`config.mk`:
```
export PLATFORM = sky130hd
export DESIGN_NAME = ex_muldiv_unit
export DESIGN_NICKNAME = d
export VERILOG_FILES = /design/src/rtl/ex_muldiv_unit.sv
export SDC_FILE = /design/constraint.sdc
export NUM_CORES = 1
export LEC_CHECK = 0
export CORE_MARGIN = 4
export CORE_UTILIZATION = 45
export CTS_BUF_LIST = sky130_fd_sc_hd__clkbuf_8 sky130_fd_sc_hd__clkbuf_16
export CTS_CLUSTER_DIAMETER = 80
export DETAILED_ROUTE_END_ITERATION = 16
export GPL_TIMING_DRIVEN = 0
export SLEW_MARGIN = 20
export SYNTH_ARGS = -nofsm -noshare
export SYNTH_HDL_FRONTEND = slang
export SYNTH_SLANG_ARGS = --single-unit
```
`constraint.sdc`:
```
create_clock -name clk -period 11.4 [get_ports clk]
set_clock_uncertainty 0.05 [all_clocks]
set_input_delay 1.71 -clock clk [delete_from_list [all_inputs] [get_ports clk]]
set_output_delay 1.71 -clock clk [all_outputs]
set_load 0.02 [all_outputs]
```
`src/rtl/ex_muldiv_unit.sv`:
```
// EX-stage iterative multiply/divide unit with HI/LO.
// Radix-2 shift-add multiply, restoring divide.
module ex_muldiv_unit #(
  parameter int DATA_W = 32
) (
  input  logic              clk,
  input  logic              rst_n,
  input  logic              start_in,
  input  logic [1:0]        op_in,
  input  logic [DATA_W-1:0] Read_Data_1_in,
  input  logic [DATA_W-1:0] Read_Data_2_in,
  input  logic              hi_we_in,
  input  logic              lo_we_in,
  input  logic              flush_in,
  output logic              stall_out,
  output logic              busy_out,
  output logic              done_out,
  output logic              div_by_zero_out,
  output logic [DATA_W-1:0] hi_out,
  output logic [DATA_W-1:0] lo_out
);

  localparam int W  = DATA_W;
  localparam int CW = $clog2(DATA_W);
  localparam logic [CW-1:0] LAST = CW'(DATA_W - 1);

  typedef enum logic [1:0] {IDLE, BUSY, DONE} state_t;

  state_t        state_q, state_d;
  logic [CW-1:0] cnt_q;
  logic          is_div_q;
  logic          neg_p_q;
  logic          neg_r_q;
  logic          dz_q;
  logic [W-1:0]  rs_q;
  logic [W-1:0]  opd_q;
  logic [2*W-1:0] acc_q;
  logic [W-1:0]  hi_q, lo_q;

  logic          sgn, a_neg, b_neg, is_div_in;
  logic [W-1:0]  a_mag, b_mag;
  logic          busy, last, take;

  assign is_div_in = op_in[1];
  assign sgn   = ~op_in[0];
  assign a_neg = sgn & Read_Data_1_in[W-1];
  assign b_neg = sgn & Read_Data_2_in[W-1];
  assign a_mag = a_neg ? -Read_Data_1_in : Read_Data_1_in;
  assign b_mag = b_neg ? -Read_Data_2_in : Read_Data_2_in;

  assign busy = (state_q == BUSY);
  assign last = busy & (cnt_q == LAST);
  assign take = ~busy & start_in;

  // acc holds {upper, multiplier} or {remainder, dividend/quotient}
  logic [W:0]     mul_sum;
  logic [2*W-1:0] mul_nxt;
  logic [W:0]     div_t, div_rem;
  logic           div_ge;
  logic [2*W-1:0] div_nxt;
  logic [2*W-1:0] prod_s;
  logic [W-1:0]   q_s, r_s;
  logic [W-1:0]   res_hi, res_lo;

  assign mul_sum = {1'b0, acc_q[2*W-1:W]}
                 + (acc_q[0] ? {1'b0, opd_q} : '0);
  assign mul_nxt = {mul_sum, acc_q[W-1:1]};

  assign div_t   = {acc_q[2*W-1:W], acc_q[W-1]};
  assign div_ge  = div_t >= {1'b0, opd_q};
  assign div_rem = div_ge ? div_t - {1'b0, opd_q} : div_t;
  assign div_nxt = {div_rem[W-1:0], acc_q[W-2:0], div_ge};

  assign prod_s = neg_p_q ? -mul_nxt : mul_nxt;
  assign q_s = neg_p_q ? -div_nxt[W-1:0] : div_nxt[W-1:0];
  assign r_s = neg_r_q ? -div_nxt[2*W-1:W] : div_nxt[2*W-1:W];

  always_comb begin
    res_hi = prod_s[2*W-1:W];
    res_lo = prod_s[W-1:0];
    unique case (1'b1)
      is_div_q & dz_q: begin
        res_hi = rs_q;
        res_lo = '1;
      end
      is_div_q & ~dz_q: begin
        res_hi = r_s;
        res_lo = q_s;
      end
      default: ;
    endcase
  end

  always_comb begin
    state_d = state_q;
    unique case (state_q)
      IDLE:    if (start_in) state_d = BUSY;
      BUSY:    if (last) state_d = DONE;
      DONE:    state_d = start_in ? BUSY : IDLE;
      default: state_d = IDLE;
    endcase
    if (flush_in) state_d = IDLE;
  end

  always_ff @(posedge clk or negedge rst_n) begin
    if (!rst_n) begin
      state_q  <= IDLE;
      cnt_q    <= '0;
      is_div_q <= 1'b0;
      neg_p_q  <= 1'b0;
      neg_r_q  <= 1'b0;
      dz_q     <= 1'b0;
      rs_q     <= '0;
      opd_q    <= '0;
      acc_q    <= '0;
      hi_q     <= '0;
      lo_q     <= '0;
    end else begin
      state_q <= state_d;
      if (!flush_in) begin
        if (busy) begin
          acc_q <= is_div_q ? div_nxt : mul_nxt;
          cnt_q <= cnt_q + 1'b1;
          if (last) begin
            hi_q <= res_hi;
            lo_q <= res_lo;
          end
        end
        if (take) begin
          is_div_q <= is_div_in;
          neg_p_q  <= a_neg ^ b_neg;
          neg_r_q  <= a_neg;
          dz_q     <= is_div_in & (Read_Data_2_in == '0);
          rs_q     <= Read_Data_1_in;
          opd_q    <= is_div_in ? b_mag : a_mag;
          acc_q    <= {{W{1'b0}}, is_div_in ? a_mag : b_mag};
          cnt_q    <= '0;
        end
        if (!busy && hi_we_in) hi_q <= Read_Data_1_in;
        if (!busy && lo_we_in) lo_q <= Read_Data_1_in;
      end
    end
  end

  assign stall_out       = busy | take;
  assign busy_out        = busy;
  assign done_out        = (state_q == DONE);
  assign div_by_zero_out = done_out & dz_q;
  assign hi_out          = hi_q;
  assign lo_out          = lo_q;

endmodule

```
==> impl_metrics.toml, run 1 <==
[clock_network]
clk_latency_ns = 0.57
cts_tree = "built"
clockBufferDepth = 3
path_clk_slew_ns = 0.06
post_cts_buffers = 0
clockRootBuffer = "clkbuf_16"
ctsResizeCount = 0
numCtsBuffers = 26
cts.sink_count = 203
h-tree-depth = 1
ctsHoldBuffers = 0

[synthesis]
yosysSeqAreaShare = 0.2635
synth_most_common_cell = "nand2_1"
yosysUniqueCellTypes = 99
synth_edf_count = 0
ys_warn_count = 0
netlist_area_mm2 = 0.01928
syn_nets = 2759
synthTopCellsByArea = "dfrtp_1 26%, nand2_1 8.5%, o21ai_0 6.6%"
ys_top_cells_by_count = "437 x nand2_1, 255 x o21ai_0, 237 x nor2_1"
synth_top_area_frac = 0.2635
avgSynthCellArea_um2 = 7.375
synthArstFlopShare = 1.000
synth.ff_latch_count = 203
ys.flop_type = "dfrtp_1"
syn_inst = 2614
synth_top_area_cell = "dfrtp_1"

[sta]
hold_viol = 0
hold_ws_ns = 0.4267
max-slew-margin-rel = 0.1954
fin_crit_sh = 0.6490
tns_ns = 0
finalSetupViolCount = 0
maxClockFrequency_mhz = 135.2
period_needed_ns = 7.398
fin_ws_ns = 4.002
maxSlewViolCount = 0
rsz0062_at_grt = "false"
worst-slew-pin-transition_ns = 1.203

[power]
p_leak_nw = 9.177
irDropWorstVdd_v = 0.0001389
total_power_w = 0.004871
cellPowerDensity_mw_per_mm2 = 218.6

[floorplanning]
fp-row-count = 75
core-area_mm2 = 0.04213
ios = 140
initial_core_util = 0.4576
dieWidth_um = 215.0
die_area_mm2 = 0.04622
fp.dieH_um = 215.0

[placed_design]
dp_cells = 3289
post-place-ws_ns = 4.413
gp_congestion = 1.069
dp_hpwl_um = 75170
portBuffers = 134

[global_routing]
grt_pass1_vias = 20380
grt_pass1_wl_um = 136600
grt-ovfl-total = 0
grt_usage = 0.3908
antenna_found_initial = 3
grt_max_degree = 96

[hold_path]
whs_path_depth = 2
hold_class = "flop to flop"

[cells_and_area]
multi_input_area_mm2 = 0.01310
seq_area_mm2 = 0.005080
n_fill_cell = 4200
drive_gt1_frac = 0.04576
instances_no_fill = 3337
layout-area-overhead-vs-synth_pct = 15.57
nNetsFinal = 2923

[drt]
first_pass_iters = 6
wire_per_inst_um = 28.18
routed_wl_um = 94020
ant_nets = 0
drc = 0
drt_iter0_drc = 3164
vias = 21900
vias_per_cell = 6.563

[worst_setup_path]
crit_path_end_kind = "flop"
path_class = "flop to flop"
cp_max_fo = 10
critPathRequiredTime_ns = 11.84
cp-start-kind = "flop"
critPathArrivalTime_ns = 7.84
ff2ff_path_depth = 21

[run]
max-cap-violations = 0

[outcome]
status = "complete, no violations"
[final timing paths]
check / to / slack (ns) / startpoint
max in group asynchronous: rs_q[18] / 9.41 / rst_n
hold reg to reg: hi_out[25] / 0.43 / hi_out[25]
hold / removal: hi_out[25] / 0.43 / hi_out[25]
setup reg to reg: hi_out[18] / 4.00 / acc_q[52]
min in group asynchronous: acc_q[58] / 1.00 / rst_n
setup / recovery: hi_out[18] / 4.00 / acc_q[52]
[cells in the final DEF (no fill, tap or decap), drive strengths merged, types with 14 or more instances in the layout]
cell type and instances:
nand2 438, o21ai 271, nor2 238, dfrtp 203, clkbuf 193, a21oi 191, xnor2 140, clkdlybuf4s50 133
xor2 79, inv 77, ha 71, mux2i 64, nor3 54, a31oi 47, buf 43, o211ai 38
o221ai 36, nand3 36, o31ai 34, or3 31, a21o 25, nand4 23, nor4 22, a22o 22
and3 21, a211oi 18, nand2b 17, or2 16, and2 14, nor2b 14
[per-layer routing]
layer | up-vias | routed length [um] | global-route usage
met5 | - | 13 | 0
met4 | 2 | 4769 | 0.1638
met3 | 236 | 12160 | 0.1097
met2 | 1390 | 37600 | 0.5495
met1 | 10610 | 39490 | 0.5615
li1 | 9667 | - | -
[per-stage QoR]
stage	utilization	cell area (um2)
6_report	0.5288	22280
3_3_place_gp	0.5054	21290
4_1_cts	0.5286	22270
5_1_grt	0.5287	22280
3_5_place_dp	0.5068	21350
2_1_floorplan	-	19280
[where the power goes]
group / leakage [nW] / internal (W) / switching, W / total, W
registers: 2.50 / 0.000890 / 0.000160 / 0.00105
logic: 6.23 / 0.000996 / 0.00193 / 0.00292
clock network: 0.448 / 0.000531 / 0.000366 / 0.000897
total: 9.18 / 0.00242 / 0.00245 / 0.00487
[flip-flops by register name, summed over array words and instances (netlist names)]
signal	cells
cnt_q	5
state_q	2
hi_out	32
neg_p_q	1
is_div_q	1
neg_r_q	1
acc_q	64
lo_out	32
rs_q	32
opd_q	32
dz_q	1
[cell families after synthesis]
logic type      synth area share
simple gates              0.2260
compound gates            0.2714
buf+inv                  0.05711
xor+xnor                 0.09949
flops                     0.2635
fa+ha+maj                0.04816
mux                      0.03440
[worst max-delay path, stage by stage, from the launching register on]
cell and delay [ns]:
dfrtp_1 0.46, ha_1 0.30, clkbuf_1 0.31, nand4_1 0.38, nor4_1 0.96, a41oi_1 0.27, o211a_1 0.36, nand2_4 0.25
buf_4 0.31, buf_2 0.46, buf_2 0.44, o21ai_0 0.23, ha_1 0.31, and3_1 0.15, and3_1 0.21, a32oi_1 0.39
o21bai_1 0.33, o21ai_1 0.16, xnor2_1 0.17, o2111ai_1 0.24, o311ai_0 0.32, o21ai_1 0.22
[final cells by class]
cell class                 count  share of cell area
clock inverter                18             0.01016
antenna                        1           0.0001123
tap                          539             0.03027
multi-input combinational   2130              0.5881
timing repair buffer         136             0.06290
buffer                       204             0.03645
clock buffer                  29             0.03106
sequential                   203              0.2280
inverter                      77             0.01297
Power figures use the tool's default switching activity.
==> run 2, diff against run 1 <==
--- a/config.mk
+++ b/config.mk
@@ -11,6 +11,7 @@
 export CTS_CLUSTER_DIAMETER = 80
 export DETAILED_ROUTE_END_ITERATION = 16
 export GPL_TIMING_DRIVEN = 0
+export PLACE_DENSITY = 0.66
 export SLEW_MARGIN = 20
 export SYNTH_ARGS = -nofsm -noshare
 export SYNTH_HDL_FRONTEND = slang
==> constraint.sdc (replaced) <==
create_clock -name clk -period 6.52 [get_ports clk]
set_clock_uncertainty 0.05 [all_clocks]
set_input_delay 0.978 -clock clk [delete_from_list [all_inputs] [get_ports clk]]
set_output_delay 0.978 -clock clk [all_outputs]
set_load 0.02 [all_outputs]
==> run 2 against run 1 <==
Compared with the run above: global-route usage decreased by 0.58 points; register-to-register slack worse by 3.7 ns; sequential power is 75% higher; count of clock-buffer cells in the layout increased by 3; cell count about the same.
==> impl_metrics.toml, run 2 (synthesized netlist as in run 1, its figures left out) <==
[clock_network]
clockBufferDepth = 3
numCtsBuffers = 27
cts_tree = "built"
path_clk_slew_ns = 0.07
ctsHoldBuffers = 0
clockRootBuffer = "clkbuf_16"
clk_latency_ns = 0.57
cts.sink_count = 203
h-tree-depth = 1

[placed_design]
dp_cells = 3289
place_area_mm2 = 0.02135
post-place-ws_ns = -0.1152
portBuffers = 134
gp_congestion = 1.084
dp_hpwl_um = 74710

[global_routing]
grt-ovfl-total = 0
grt_pass1_wl_um = 134800
grt_usage = 0.3850
grt_pass1_vias = 20610
grt_max_degree = 95
antenna_found_initial = 2

[cells_and_area]
instances_no_fill = 3338
final_common_cell = "nand2_1"
drive_gt1_frac = 0.04539
largest_register_ff_count = 64
final_cell_area_mm2 = 0.02231
regMostFlops = "acc_q"
layout_common_cells = "437 x nand2_1, 255 x o21ai_0, 237 x nor2_1"
nNetsFinal = 2924
layout-area-overhead-vs-synth_pct = 15.70

[floorplanning]
core-area_mm2 = 0.04213
ios = 140
fp-row-count = 75
initial_core_util = 0.4576
fp.dieH_um = 215.0
die_area_mm2 = 0.04622
dieWidth_um = 215.0

[drt]
first_pass_iters = 6
drc = 0
drt_iter0_drc = 2732
routed_wl_um = 92930
vias = 21860
ant_nets = 0
wire_per_inst_um = 27.84
vias_per_cell = 6.549

[outcome]
status = "complete, no violations"

[worst_setup_path]
slowest_stage = "dfrtp_1"
ff2ff_path_depth = 21
crit_path_start = "acc_q[48]"
timing.rr.end = "hi_out[18]"
crit_chain = "ha_1 -> clkbuf_1 -> nand4_1 -> nor4_4 -> a41oi_1 -> o211a_1 -> nand2_4 -> buf_4 -> buf_2 -> clkbuf_4 -> o21ai_0 -> ha_1 -> and3_1 -> and3_1 -> a32oi_1 -> o21bai_2 -> o21ai_1 -> xnor2_1 -> o2111ai_1 -> o311ai_0 -> o21ai_1"
critPathArrivalTime_ns = 6.64
critPathRequiredTime_ns = 6.95
crit_end = "hi_out[18]"
r2r_start = "acc_q[48]"
reg2reg_slack_ns = 0.31
path_class = "flop to flop"
cp-start-kind = "flop"
cpPeakStageDelay_ns = 0.52
cp_max_fo = 10
crit_path_end_kind = "flop"

[sta]
maxClockFrequency_mhz = 161.0
finalSetupViolCount = 0
fin_ws_ns = 0.3071
hold_viol = 0
worst-slew-pin-transition_ns = 1.209
tns_ns = 0
period_needed_ns = 6.213
fin_crit_sh = 0.9529
max-slew-margin-rel = 0.1912
maxSlewViolCount = 0

[power]
p_sw_w = 0.004285
combPwrFrac = 0.600
irDropWorstVdd_v = 0.0001844
seq_power_share = 0.216
cellPowerDensity_mw_per_mm2 = 381.8
total_power_w = 0.008517
power_frac_clock = 0.184
internal_power_w = 0.004231
swShare = 0.5032
p_leak_nw = 9.201

[hold_path]
hold_class = "primary input to async pin"

[run]
max-cap-violations = 0
## run 2: worst min path at each step
stage / slack (ns) / end
detailed placement: 0.42 / rs_q[20]
global placement: 0.41 / rs_q[20]
finish: 0.28 / lo_out[27]
CTS: 0.30 / lo_out[27]
global route: 0.31 / lo_out[27]
floorplan: 0.39 / rs_q[20]
## run 2: layout make-up
cell class              instances  area [um2]
fillers                      4219       19830
multi-input cells            2130       13120
flip-flops and latches        203        5080
repair buffers                137        1409
plain buffers                 203       810.8
clock buffers                  32       744.5
well taps                     539       674.4
inverters                      77       289.0
clock inverters                16       173.9
diodes                          1       2.502
## run 2: through the flow
step                      utilization  hold WS, ns
after floorplan                     -       0.3912
after global placement         0.5054       0.4129
after detailed placement       0.5068       0.4177
after CTS                      0.5288       0.2973
after global routing           0.5293       0.3087
final                          0.5294       0.2801
## run 2: power groups by stage
stage	sequential [W]	combinational [W]	clock, W
6_report	0.00184	0.00511	0.00157
5_1_grt	0.00186	0.00541	0.00162
4_1_cts	0.00183	0.00493	0.00156
3_5_place_dp	0.00185	0.00490	0
3_3_place_gp	0.00184	0.00486	0
2_1_floorplan	0.00189	0.00308	0
## run 2: repair_timing
action	in CTS	in global routing
pin swaps	0	1
buffers inserted	0	1
gates resized for setup	1	5
endpoints found under the setup margin	6	9
## run 2: worst max-delay path: cells and delay by family (launching register included)
kind | cells | cell delay (ns)
AOI/OAI and AO/OA | 9 | 2.20
xor gates and xnor gates | 1 | 0.15
adders and majority gates | 2 | 0.65
buffers and inverters | 4 | 1.24
DFF | 1 | 0.52
and+or+nand+nor | 5 | 1.25
## run 2: per-layer routing
metal  up-vias  wire length (um)  GRT usage
met5         -                 0          0
met4         0              5775     0.1866
met3       276             11320     0.1119
met2      1368             38900     0.5754
met1     10540             36930     0.5118
li1       9673                 -          -
